## config.mk

```make
export PLATFORM = sky130hd
export DESIGN_NAME = vx_kmu_dispatch
export DESIGN_NICKNAME = d
export VERILOG_FILES = /design/src/rtl/vx_kmu_dispatch.sv
export SDC_FILE = /design/constraint.sdc
export NUM_CORES = 2
export LEC_CHECK = 0
export BUFFER_PORTS_ARGS = -buffer_cell sky130_fd_sc_hd__buf_2
export CORE_UTILIZATION = 60
export DETAILED_ROUTE_END_ITERATION = 8
export GPL_TIMING_DRIVEN = 0
export PLACE_DENSITY = 0.88
export SETUP_SLACK_MARGIN = 0.05
export SYNTH_ARGS = -nofsm -noshare
export SYNTH_HDL_FRONTEND = slang
export SYNTH_SLANG_ARGS = --single-unit
```

## constraint.sdc

```tcl
create_clock -name clk -period 44.4 [get_ports clk]
set_clock_uncertainty 0.15 [all_clocks]
set_input_delay 11.1 -clock clk [delete_from_list [all_inputs] [get_ports clk]]
set_output_delay 11.1 -clock clk [all_outputs]
set_load 0.02 [all_outputs]
```

## src/rtl/vx_kmu_dispatch.sv

```systemverilog
// Kernel block dispatcher: walks a 3-D grid of thread blocks and issues each one
// round-robin to a core task channel, then waits for every issued block to retire.
`ifndef XLEN
`define XLEN 32
`endif
`ifndef NUM_CLUSTERS
`define NUM_CLUSTERS 1
`endif
`ifndef NUM_CORES
`define NUM_CORES 1
`endif
`ifndef NUM_THREADS
`define NUM_THREADS 4
`endif

module vx_kmu_dispatch #(
  parameter int unsigned NUM_TARGETS = `NUM_CLUSTERS * `NUM_CORES,
  parameter int unsigned NUM_THREADS = `NUM_THREADS,
  parameter int unsigned OUT_W       = 16
) (
  input  logic                   clk,
  input  logic                   reset,
  input  logic                   start,
  input  logic [`XLEN-1:0]       pc,
  input  logic [`XLEN-1:0]       param,
  input  logic [31:0]            grid_dim [2:0],
  input  logic [31:0]            block_dim [2:0],
  output logic [NUM_TARGETS-1:0] task_valid,
  input  logic [NUM_TARGETS-1:0] task_ready,
  output logic [`XLEN-1:0]       task_pc,
  output logic [`XLEN-1:0]       task_param,
  output logic [31:0]            task_block_id [2:0],
  output logic [31:0]            task_num_warps,
  input  logic [NUM_TARGETS-1:0] task_done,
  output logic                   busy,
  output logic                   done
);
  localparam int unsigned RR_W    = (NUM_TARGETS > 1) ? $clog2(NUM_TARGETS) : 1;
  localparam int unsigned POP_W   = $clog2(NUM_TARGETS + 1);
  localparam int unsigned SUM_W   = ((OUT_W > POP_W) ? OUT_W : POP_W) + 1;
  localparam int unsigned WARP_SH = $clog2(NUM_THREADS);

  typedef enum logic [1:0] {IDLE, SETUP, DISPATCH, DRAIN} state_t;

  state_t           state_q, state_d;
  logic [RR_W-1:0]  rr_q, rr_d;
  logic [OUT_W-1:0] cnt_q, cnt_d;
  logic [`XLEN-1:0] pc_q, pc_d, param_q, param_d;
  logic [31:0]      grid_q [2:0], grid_d [2:0];
  logic [31:0]      blk_q [2:0], blk_d [2:0];
  logic [31:0]      bid_q [2:0], bid_d [2:0];
  logic [31:0]      warps_q, warps_d;
  logic             done_q, done_d;

  logic [31:0]      threads;
  logic             zero_dim, last_blk, xfer;
  logic [POP_W-1:0] pop;
  logic [SUM_W-1:0] sum;

  always_comb begin
    threads  = blk_q[0] * blk_q[1] * blk_q[2];
    zero_dim = 1'b0;
    for (int unsigned i = 0; i < 3; i++) begin
      if (grid_q[i] == '0 || blk_q[i] == '0) zero_dim = 1'b1;
    end
    last_blk = (bid_q[0] == grid_q[0] - 32'd1) && (bid_q[1] == grid_q[1] - 32'd1) &&
               (bid_q[2] == grid_q[2] - 32'd1);

    // Offer withheld while the outstanding counter is saturated.
    task_valid = '0;
    if (state_q == DISPATCH && cnt_q != '1) task_valid = NUM_TARGETS'(1) << rr_q;
    xfer = |(task_valid & task_ready);

    pop = '0;
    for (int unsigned i = 0; i < NUM_TARGETS; i++) pop = pop + POP_W'(task_done[i]);
    sum   = SUM_W'(cnt_q) + SUM_W'(xfer);
    cnt_d = (sum > SUM_W'(pop)) ? OUT_W'(sum - SUM_W'(pop)) : '0;

    state_d = state_q;
    rr_d    = rr_q;
    pc_d    = pc_q;
    param_d = param_q;
    grid_d  = grid_q;
    blk_d   = blk_q;
    bid_d   = bid_q;
    warps_d = warps_q;
    done_d  = 1'b0;

    case (state_q)
      IDLE: begin
        if (start) begin
          pc_d    = pc;
          param_d = param;
          grid_d  = grid_dim;
          blk_d   = block_dim;
          bid_d   = '{default: '0};
          state_d = SETUP;
        end
      end
      SETUP: begin
        warps_d = (threads >> WARP_SH) + 32'((threads & 32'(NUM_THREADS - 1)) != '0);
        if (zero_dim) begin
          state_d = IDLE;
          done_d  = 1'b1;
        end else begin
          state_d = DISPATCH;
        end
      end
      DISPATCH: begin
        if (task_valid != '0) rr_d = (rr_q == RR_W'(NUM_TARGETS - 1)) ? '0 : rr_q + 1'b1;
        if (xfer) begin
          if (bid_q[0] != grid_q[0] - 32'd1) begin
            bid_d[0] = bid_q[0] + 32'd1;
          end else begin
            bid_d[0] = '0;
            if (bid_q[1] != grid_q[1] - 32'd1) begin
              bid_d[1] = bid_q[1] + 32'd1;
            end else begin
              bid_d[1] = '0;
              bid_d[2] = (bid_q[2] != grid_q[2] - 32'd1) ? bid_q[2] + 32'd1 : '0;
            end
          end
          if (last_blk) state_d = DRAIN;
        end
      end
      DRAIN: begin
        if (cnt_d == '0) begin
          state_d = IDLE;
          done_d  = 1'b1;
        end
      end
      default: state_d = IDLE;
    endcase
  end

  always_ff @(posedge clk or posedge reset) begin
    if (reset) begin
      state_q <= IDLE;
      rr_q    <= '0;
      cnt_q   <= '0;
      pc_q    <= '0;
      param_q <= '0;
      grid_q  <= '{default: '0};
      blk_q   <= '{default: '0};
      bid_q   <= '{default: '0};
      warps_q <= '0;
      done_q  <= 1'b0;
    end else begin
      state_q <= state_d;
      rr_q    <= rr_d;
      cnt_q   <= cnt_d;
      pc_q    <= pc_d;
      param_q <= param_d;
      grid_q  <= grid_d;
      blk_q   <= blk_d;
      bid_q   <= bid_d;
      warps_q <= warps_d;
      done_q  <= done_d;
    end
  end

  assign task_pc        = pc_q;
  assign task_param     = param_q;
  assign task_block_id  = bid_q;
  assign task_num_warps = warps_q;
  assign busy           = (state_q != IDLE);
  assign done           = done_q;

endmodule
```

==> reports/metrics.csv <==
metric,value,unit
status,finished with violations,
violations,"capacitance limit, slew limit",
synth-seq-cells,402,
hold_buffers,0,
synth_common_cells,"inv_1, fa_1, nand2_1, and2_1, dfrtp_1",
portBuffers,454,
yosysTopAreaCell,fa_1,
cp_data_required_time,44.77,ns
place_congestion,1.03,
grt_max_degree,127,
hold_depth,2,
period_needed,17.62,ns
worstSetupStartpointType,flip-flop,
cts_tree,built,
first_global_vias,45640,
cts_resized,0,
die_y,298,µm
synth_xor_area_frac,0.0671,
syn_inst,5579,
synth_top_cells_by_area,"fa_1, dfrtp_1, inv_1",
worstPathMaxFanout,10,
drt_first_iter_violations,4186,
synthSimpleGateAreaFrac,0.183,
fin_util,0.670,
final-hold-violation-count,0,
cts-root-buf,clkbuf_16,
drive_gt1_frac,0.136,
synth_top_area_share,0.310,
initial_utilization,0.607,
rsz0062_at_grt,no,
worst-setup-path-type,reg2reg,
max_cap_viol_count,1,
min_period_over_period,0.397,
io_pins,456,
cp_slowest_stage_delay,1.08,ns
numCtsBuffers,46,
hpwlAfterDp,136,mm
reg2reg_depth,47,
synth_flop_cell,dfrtp_1,
rows,108,
ys_async_sr_fraction,1.00,
antenna_found_initial,17,
core,86900,µm²
synth_fa_ha_area_frac,0.372,
synth_top_family_by_area,adder cells,
cts_sinks,402,
postCtsSetupBuffers,0,
max_freq,56.8,MHz
synth_area,52700,µm²
htreeDepth,2,
vias,43421,
endpoint_kind,flip-flop,
wl_per_cell,23.3,µm
grt_pass1_wl,264,mm
setup_tns,0,ns
yosysMostFrequentCell,inv_1,
first_pass_iters,6,
syn_nets,6917,
setup_violations,0,
yosysSeqAreaShare,0.191,
vias_per_cell,5.96,
grt-ovfl-total,0,
fillers,6643,
die_w,298,µm
track_usage,0.389,
syn_to_final_growth,10.5,%
worst_pin_slew,1.54,ns
slew_violations,10,
layout.cells.non_filler,7283,
synth_cell_types,87,
drc,0,
synth-compound-area-share,0.0493,
cp.arrival,17.99,ns
register_area,10100,µm²
clk_path_buf_depth,3,
postRouteAntennaNets,0,
synth_edf_count,0,
crit_slowest_cell,a311oi_1,
synth.avg_cell_area,9.45,µm²
yosysWarningCount,0,
hold_path.class,reg2reg,
maxSlewHeadroom,-0.0368,
dp_cells,7191,
clk_pin_slew,0.07,ns
die-area,89100,µm²
multiInputGateArea,38300,µm²
clock_latency,0.67,ns
crit_top_cell,fa_1,
fin_nets,7422,
routed_wl,170,mm
muxShareOfSynthArea,0.0545,
## logic make-up after synthesis
family,count (synthesis)
flip-flops,402
AO/OA/AOI/OAI,406
buffers and inverters,1165
adder cells (fa/ha/maj),1077
XOR/XNOR,385
AND/OR/NAND/NOR,1887
multiplexers,256
other,1
## registers in the layout, indices dropped and copies added (netlist names), named ones only
| register | flops |
|---|---|
| blk_q | 96 |
| task_num_warps | 31 |
| cnt_q | 16 |
| grid_q | 96 |
| task_block_id | 96 |
| done | 1 |
| task_param | 32 |
| task_pc | 32 |
| state_q | 1 |
## metrics by stage
stage / worst slack (ns) / hold WS (ns) / area (µm²)
after global routing: 26.36 / 0.356 / 58200
after floorplan: 21.97 / 0.355 / 52700
after detailed placement: 27.31 / 0.319 / 56600
after global placement: 17.38 / 0.315 / 56400
final: 26.78 / 0.331 / 58200
after CTS: 27.23 / 0.333 / 58200
## worst max-delay path, delay by kind of cell (launching register included)
family | cells | cell delay, ns
XOR/XNOR | 12 | 3.26
flip-flops | 1 | 0.61
AND/OR/NAND/NOR | 5 | 1.15
buffers and inverters | 10 | 2.37
adder cells (fa/ha/maj) | 17 | 7.80
AO/OA/AOI/OAI | 3 | 2.12
## cell usage in the layout, fill, tap and decap left out, types with 25 or more instances in the layout
master,instances
nand3_1,80
a31oi_1,30
and3_1,69
xnor2_1,215
clkbuf_16,46
dfrtp_1,402
a21oi_1,67
inv_1,877
nand4_1,48
fa_1,816
ha_1,261
nand2b_1,55
nand2_1,652
buf_2,460
nor4_1,63
o21ai_0,145
and2_1,516
clkbuf_1,282
nor2_1,194
nor3_1,77
xor2_1,158
mux2_2,248
nor2b_1,25
## path summary, 6_finish.rpt
path | from | end | slack [ns]
setup reg to reg | blk_q[0] | task_num_warps[30] | 26.78
setup / recovery | blk_q[0] | task_num_warps[30] | 26.78
hold reg to reg | task_num_warps[17] | task_num_warps[17] | 0.33
min in group asynchronous | reset | blk_q[46] | 10.34
max in group asynchronous | reset | blk_q[70] | 32.05
hold / removal | task_num_warps[17] | task_num_warps[17] | 0.33
## layout make-up
type | instances | area share
Antenna cell | 7 | 0.000301
Buffer | 287 | 0.0190
Clock buffer | 62 | 0.0222
Clock inverter | 23 | 0.00645
Inverter | 878 | 0.0567
Multi-Input combinational cell | 4012 | 0.657
Sequential cell | 402 | 0.173
Tap cell | 1155 | 0.0248
Timing Repair Buffer | 457 | 0.0404
## metal layers
metal	vias up	wire length, µm	global-route usage
li1	18516	-	-
met3	734	20800	0.130
met2	2640	75700	0.602
met4	18	13400	0.252
met1	21513	59700	0.466
met5	-	122	0
Power is left out: the tool's default activity adds up to more than one toggle a clock period on the data nets, which glitch-free logic cannot reach.
